--- config.mk ---
export PLATFORM = sky130hd
export DESIGN_NAME = alu_md
export DESIGN_NICKNAME = d
export VERILOG_FILES = /design/src/rtl/alu_md.sv
export SDC_FILE = /design/constraint.sdc
export NUM_CORES = 2
export LEC_CHECK = 0
export CAP_MARGIN = 20
export CORE_ASPECT_RATIO = 1.4
export CORE_MARGIN = 3
export CORE_UTILIZATION = 60
export DETAILED_ROUTE_END_ITERATION = 7
export DONT_BUFFER_PORTS = 1
export HOLD_SLACK_MARGIN = 0.12
export PLACE_DENSITY_LB_ADDON = 0.12
export SLEW_MARGIN = 20
export SYNTH_ARGS = -nofsm -noshare
export SYNTH_HDL_FRONTEND = slang
export SYNTH_SLANG_ARGS = --single-unit
--- constraint.sdc ---
create_clock -name clk -period 4.4 [get_ports clk]
set_clock_uncertainty 0.05 [all_clocks]
set_input_delay 0.88 -clock clk [delete_from_list [all_inputs] [get_ports clk]]
set_output_delay 0.88 -clock clk [all_outputs]
set_load 0.005 [all_outputs]
--- src/rtl/alu_md.sv ---
// alu_md: EX-stage ALU with registered single-cycle ops and iterative mul/div into HI/LO.
// Optional early multiply exit on exhausted multiplier: define ALU_MD_EARLY_OUT_EN.
module alu_md #(
    parameter int WIDTH = 32,
    localparam int SHW = $clog2(WIDTH)
) (
    input  logic             clk,
    input  logic             rst,
    input  logic             in_valid,
    output logic             in_ready,
    input  logic [3:0]       op,
    input  logic [WIDTH-1:0] busA,
    input  logic [WIDTH-1:0] busB,
    input  logic [SHW-1:0]   s,
    input  logic             flush,
    output logic             out_valid,
    output logic [WIDTH-1:0] ALUout,
    output logic [WIDTH-1:0] hi,
    output logic [WIDTH-1:0] lo,
    output logic             dz
);

    localparam logic [3:0] OP_ADD   = 4'd0;
    localparam logic [3:0] OP_SUB   = 4'd1;
    localparam logic [3:0] OP_OR    = 4'd2;
    localparam logic [3:0] OP_AND   = 4'd3;
    localparam logic [3:0] OP_NOR   = 4'd4;
    localparam logic [3:0] OP_SLL   = 4'd5;
    localparam logic [3:0] OP_SRL   = 4'd6;
    localparam logic [3:0] OP_SRA   = 4'd7;
    localparam logic [3:0] OP_SLT   = 4'd8;
    localparam logic [3:0] OP_SLTU  = 4'd9;
    localparam logic [3:0] OP_MULTU = 4'd10;
    localparam logic [3:0] OP_MULT  = 4'd11;
    localparam logic [3:0] OP_DIVU  = 4'd12;
    localparam logic [3:0] OP_DIV   = 4'd13;
    localparam logic [3:0] OP_MFHI  = 4'd14;
    localparam logic [3:0] OP_MFLO  = 4'd15;

    localparam logic [SHW-1:0] LAST = SHW'(WIDTH - 1);

    typedef enum logic [1:0] {
        IDLE,
        MUL,
        DIV,
        FIX
    } state_t;

    state_t state, state_nxt;

    logic [SHW-1:0]     cnt;
    logic [2*WIDTH-1:0] acc;
    logic [2*WIDTH-1:0] mcand;
    logic [WIDTH-1:0]   opb;
    logic [WIDTH-1:0]   a_raw;
    logic               is_div;
    logic               qneg;
    logic               rneg;
    logic               dzf;

    logic               accept;
    logic               start;
    logic               is_mul_op;
    logic               is_div_op;
    logic               sgn;
    logic [WIDTH-1:0]   mag_a;
    logic [WIDTH-1:0]   mag_b;
    logic [WIDTH-1:0]   res;
    logic               mul_done;
    logic               mul_skip;

    logic [WIDTH:0]     r2;
    logic               ge;
    logic [WIDTH-1:0]   diff;

    logic [2*WIDTH-1:0] prod;
    logic [WIDTH-1:0]   quo;
    logic [WIDTH-1:0]   rem;
    logic [WIDTH-1:0]   fix_hi;
    logic [WIDTH-1:0]   fix_lo;

    assign in_ready  = (state == IDLE);
    assign accept    = in_valid && in_ready;
    assign start     = accept && !flush;
    assign is_mul_op = (op == OP_MULTU) || (op == OP_MULT);
    assign is_div_op = (op == OP_DIVU) || (op == OP_DIV);
    assign sgn       = (op == OP_MULT) || (op == OP_DIV);
    assign mag_a     = (sgn && busA[WIDTH-1]) ? -busA : busA;
    assign mag_b     = (sgn && busB[WIDTH-1]) ? -busB : busB;

`ifdef ALU_MD_EARLY_OUT_EN
    // Stop once no set multiplier bits remain above the one being consumed.
    assign mul_done = (cnt == LAST) || (opb[WIDTH-1:1] == '0);
    assign mul_skip = (mag_b == '0);
`else
    assign mul_done = (cnt == LAST);
    assign mul_skip = 1'b0;
`endif

    // Restoring divide step: partial remainder in acc upper half, dividend bits shift out of lower half.
    assign r2   = {acc[2*WIDTH-1:WIDTH], acc[WIDTH-1]};
    assign ge   = (r2 >= {1'b0, opb});
    assign diff = r2[WIDTH-1:0] - opb;

    always_comb begin
        res = '0;
        case (op)
            OP_ADD:  res = busA + busB;
            OP_SUB:  res = busA - busB;
            OP_OR:   res = busA | busB;
            OP_AND:  res = busA & busB;
            OP_NOR:  res = ~(busA | busB);
            OP_SLL:  res = busB << s;
            OP_SRL:  res = busB >> s;
            OP_SRA:  res = $signed(busB) >>> s;
            OP_SLT:  res = {{(WIDTH-1){1'b0}}, $signed(busA) < $signed(busB)};
            OP_SLTU: res = {{(WIDTH-1){1'b0}}, busA < busB};
            OP_MFHI: res = hi;
            OP_MFLO: res = lo;
            default: res = '0;
        endcase
    end

    always_comb begin
        prod   = qneg ? -acc : acc;
        quo    = qneg ? -acc[WIDTH-1:0] : acc[WIDTH-1:0];
        rem    = rneg ? -acc[2*WIDTH-1:WIDTH] : acc[2*WIDTH-1:WIDTH];
        fix_hi = prod[2*WIDTH-1:WIDTH];
        fix_lo = prod[WIDTH-1:0];
        if (is_div) begin
            if (dzf) begin
                fix_hi = a_raw;
                fix_lo = '1;
            end else begin
                fix_hi = rem;
                fix_lo = quo;
            end
        end
    end

    always_comb begin
        state_nxt = state;
        unique case (state)
            IDLE: begin
                if (start && is_mul_op) begin
                    state_nxt = mul_skip ? FIX : MUL;
                end else if (start && is_div_op) begin
                    state_nxt = DIV;
                end
            end
            MUL: begin
                if (flush) begin
                    state_nxt = IDLE;
                end else if (mul_done) begin
                    state_nxt = FIX;
                end
            end
            DIV: begin
                if (flush) begin
                    state_nxt = IDLE;
                end else if (cnt == LAST) begin
                    state_nxt = FIX;
                end
            end
            FIX:     state_nxt = IDLE;
            default: state_nxt = IDLE;
        endcase
    end

    always_ff @(posedge clk) begin
        if (rst) begin
            state <= IDLE;
        end else begin
            state <= state_nxt;
        end
    end

    always_ff @(posedge clk) begin
        if (rst) begin
            out_valid <= 1'b0;
            ALUout    <= '0;
            hi        <= '0;
            lo        <= '0;
            dz        <= 1'b0;
            cnt       <= '0;
            acc       <= '0;
            mcand     <= '0;
            opb       <= '0;
            a_raw     <= '0;
            is_div    <= 1'b0;
            qneg      <= 1'b0;
            rneg      <= 1'b0;
            dzf       <= 1'b0;
        end else begin
            out_valid <= 1'b0;
            unique case (state)
                IDLE: begin
                    if (start) begin
                        cnt <= '0;
                        if (is_mul_op || is_div_op) begin
                            acc    <= is_div_op ? {{WIDTH{1'b0}}, mag_a} : '0;
                            mcand  <= {{WIDTH{1'b0}}, mag_a};
                            opb    <= mag_b;
                            a_raw  <= busA;
                            is_div <= is_div_op;
                            qneg   <= sgn && (busA[WIDTH-1] ^ busB[WIDTH-1]);
                            rneg   <= sgn && busA[WIDTH-1];
                            dzf    <= (busB == '0);
                        end else begin
                            ALUout    <= res;
                            out_valid <= 1'b1;
                            dz        <= 1'b0;
                        end
                    end
                end
                MUL: begin
                    acc   <= acc + (opb[0] ? mcand : '0);
                    mcand <= mcand << 1;
                    opb   <= opb >> 1;
                    cnt   <= cnt + SHW'(1);
                end
                DIV: begin
                    acc <= {ge ? diff : r2[WIDTH-1:0], acc[WIDTH-2:0], ge};
                    cnt <= cnt + SHW'(1);
                end
                FIX: begin
                    if (!flush) begin
                        hi        <= fix_hi;
                        lo        <= fix_lo;
                        ALUout    <= fix_lo;
                        out_valid <= 1'b1;
                        dz        <= is_div && dzf;
                    end
                end
                default: ;
            endcase
        end
    end

endmodule

==> summary.md <==
| Metric | Value |
|---|---|
| Outcome | `finished, final reports clean` |
| Largest net degree at the start of global routing | `276` |
| Number of fill cells | `4390` |
| Main flop type after synthesis | `dfxtp_1` |
| Area delta synth->final | `7.084%` |
| Routed Antenna Nets | `0` |
| Total CTS buffers | `31` |
| Maximum VDD drop | `533.5 uV` |
| Die Wd | `198.6 um` |
| WL per Instance | `31.83 um` |
| Top cell type's share of synthesized area | `19.34%` |
| Cell count after synthesis | `4425` |
| Area leader, netlist | `dfxtp_1` |
| CTS tree | `built` |
| RSZ-0062 raised after global routing | `no` |
| Mapped Nets | `4714` |
| CP required | `4.83 ns` |
| Worst min path class | `input port to register` |
| Busiest metal layer after global routing | `met2` |
| Most common cell in the netlist | `nand2_1` |
| GRT met1 Usage | `60.90%` |
| Final hold vios | `0` |
| Slew @ Worst Pin | `1.297 ns` |
| Count of pins over their slew limit | `0` |
| Total global routing overflow | `0` |
| Htree depth | `1` |
| Period utilization | `94.39%` |
| CP max stage delay | `0.55 ns` |
| Mapped Area | `0.03115 mm2` |
| Routing usage on met3 | `18.63%` |
| DRT iter0 DRCs | `5593` |
| Fmax | `240.8 MHz` |
| Crit path max fanout | `32` |
| Vias in the first global route | `33620` |
| Synth Register Bits | `301` |
| DR pass1 iterations | `7` |
| Ports | `176` |
| Post-synthesis cell type count | `88` |
| Detailed Place HPWL | `119.9 mm` |
| Critical path class | `register to register` |
| Global-route wire length before repair | `225.1 mm` |
| Number of remaining DRC errors | `0` |
| Slowest library cell on the worst path | `o21ai_0` |
| Most frequent CP cell | `o21ai_0` |
| Top cells by area, synth | `dfxtp_1, ha_1, a21oi_1` |
| Crit path buf inv count | `0` |
| Register area | `0.006033 mm2` |
| Synth warn | `0` |
| Pwr/cell area | `481.2 mW/mm2` |
| Final GP Congestion | `1.139` |
| GR Util met2 | `81.62%` |
| Multi-input gate area | `0.02322 mm2` |
| Final setup viols | `0` |
| Clock sink count | `301` |
| Vias per cell | `7.366` |
| Max-Cap Viols | `0` |
| Min cycle time layout | `4.153 ns` |
| DR vias | `36590` |
| All-layer global routing usage | `55.45%` |
| CORE AREA | `0.05125 mm2` |
| Initial Util | `60.79%` |
| CP arrival | `4.59 ns` |
| Tot Pwr | `16.05 mW` |
| Synth async-reset ratio | `0%` |
| Relative slew slack | `12.91%` |
| Clock buffer depth | `3` |
| Final wirelength | `158.1 mm` |
| Row count | `98` |
| Leakage power | `13.07 nW` |
| Crit path max-delay family | `compound AO/OA/AOI/OAI gates` |
| CTS root buffer | `clkbuf_16` |
| Buffers on Ports | `0` |
| Sequential share of the synthesized area | `19.34%` |
| CP Cell Sequence | `and2_1 -> ha_1 -> fa_1 -> a21oi_1 -> o21ai_0 -> a211oi_1 -> a211oi_1 -> nor2_1 -> o21ai_0 -> o21ai_0 -> o41ai_1 -> xnor2_1 -> o221ai_1` |
| CP endpoint kind | `register` |
| EDFF count, synth | `0` |
| Layout cells sized above 1 | `8.378%` |
| Die footprint | `0.05473 mm2` |
| Worst-path clk slew | `0.06 ns` |
| Synth top cells by count | `nand2_1, a21oi_1, nor2_1, clkbuf_1, dfxtp_1` |
| Initial antenna violation count | `10` |
| TNS Setup | `0 ns` |
| Syn avg cell area | `7.041 um2` |
| Startpoint Class | `register` |
| Total Nets Final | `4573` |
| Worst skew pair latency | `0.65 ns` |
| Die H | `275.6 um` |
| Setup Buffers After CTS | `0` |
## cell usage in the layout, fill, tap and decap left out, types with 19 or more instances in the layout
master | synthesis | routed
a222oi_1 | 25 | 25
nand4_1 | 44 | 44
buf_4 | 1 | 180
mux4_2 | 38 | 38
nand2_1 | 581 | 580
o21a_1 | 20 | 20
a211oi_1 | 88 | 88
clkbuf_16 | 0 | 31
xor2_1 | 68 | 68
nor3_1 | 120 | 118
o21bai_1 | 28 | 28
a221oi_1 | 38 | 38
or4_1 | 27 | 27
a311oi_1 | 22 | 22
or3_1 | 30 | 30
o31ai_1 | 40 | 40
nor2_1 | 437 | 432
a31oi_1 | 47 | 47
nand3_1 | 62 | 62
inv_1 | 178 | 177
and3_1 | 24 | 24
o41ai_1 | 20 | 20
nor4_1 | 19 | 19
and2_1 | 81 | 81
ha_1 | 208 | 207
nand2b_1 | 22 | 21
nor2b_1 | 26 | 26
xnor2_1 | 193 | 189
a21oi_1 | 450 | 446
o21ai_0 | 300 | 299
dfxtp_1 | 301 | 297
mux2i_1 | 101 | 101
mux2_2 | 25 | 25
o211ai_1 | 79 | 79
a22oi_1 | 63 | 63
a21o_1 | 66 | 66
## worst register-to-register path, cell delays in order, from the launching register on
cell,delay [ns]
dfxtp_4,0.54
and2_1,0.20
ha_1,0.22
fa_1,0.23
a21oi_1,0.10
o21ai_0,0.24
a211oi_1,0.14
a211oi_1,0.35
nor2_1,0.18
o21ai_0,0.55
o21ai_0,0.41
o41ai_1,0.52
xnor2_1,0.17
o221ai_1,0.12
## sequential cells by signal (all words and copies together) (netlist names), 2 cells and up
register	flops
acc	64
mcand	64
ALUout	32
a_raw	32
hi	32
lo	32
opb	32
cnt	5
state	2
## area by class of cell
type	instances	share of cell area [%]
antenna	9	0.06751
clock buffer	39	2.595
clock inverter	19	0.9076
inverter	182	2.048
multi-input combinational	3584	69.60
sequential	301	18.08
tap	650	2.438
timing repair buffer	184	4.264
## metal layers
metal | part of all wire, % | vias to the layer above
met1 | 32 | 16800
met3 | 13 | 1024
met4 | 13 | 2
li1 | - | 15690
met5 | 0.0082 | -
met2 | 41 | 3076
## final timing paths
check,from,endpoint,slack [ns],cells past startpoint
worst min-delay path,rst,cnt[1]$_SDFFE_PP0P_,0.30,1
worst max register to register,opb[0]$_SDFFE_PP0P_,acc[62]$_SDFFE_PP0P_,0.25,13
worst min register to register,opb[29]$_SDFFE_PP0P_,opb[29]$_SDFFE_PP0P_,0.40,2
worst max-delay path,opb[0]$_SDFFE_PP0P_,acc[62]$_SDFFE_PP0P_,0.25,13
## kinds of logic (layout without fill, tap and decap cells)
| kind of cell | Yosys count | after routing | synth area share, % |
|---|---|---|---|
| AND/OR/NAND/NOR | 1523 | 1523 | 22.04 |
| AO/OA/AOI/OAI | 1424 | 1424 | 29.20 |
| buffers and inverters | 540 | 424 | 6.574 |
| flip-flops | 301 | 301 | 19.34 |
| XOR/XNOR | 261 | 261 | 7.337 |
| adder cells (fa/ha/maj) | 212 | 212 | 8.610 |
| multiplexers | 164 | 164 | 6.896 |
| other | 0 | 9 | 0 |
## power by group
part / internal, mW / total [mW] / switching, mW
Clock: 1.81 / 3.08 / 1.27
Combinational: 3.30 / 9.26 / 5.96
Sequential: 3.13 / 3.71 / 0.578
## per-stage QoR
| stage | util, % | cell area [um2] | cells | worst slack (ns) | hold slack (ns) |
|---|---|---|---|---|---|
| finish | 65.09 | 33360 | 4968 | 0.2469 | 0.3026 |
| global route | 65.06 | 33340 | 4961 | 0.04136 | 0.2876 |
| CTS | 64.94 | 33280 | 4958 | 0.2492 | 0.2698 |
| detailed placement | 62.66 | 32110 | 4900 | 0.02373 | 0.3950 |
| global placement | 62.65 | 32110 | 4900 | 0.02525 | 0.3899 |
| floorplan | - | 31150 | 4425 | 0.1418 | 0.3819 |
## repair_timing
action,4_1_cts,5_1_grt
hold buffers,0,0
gates resized for setup,0,1
endpoints found under the setup margin,0,3
Power figures use the tool's default switching activity.
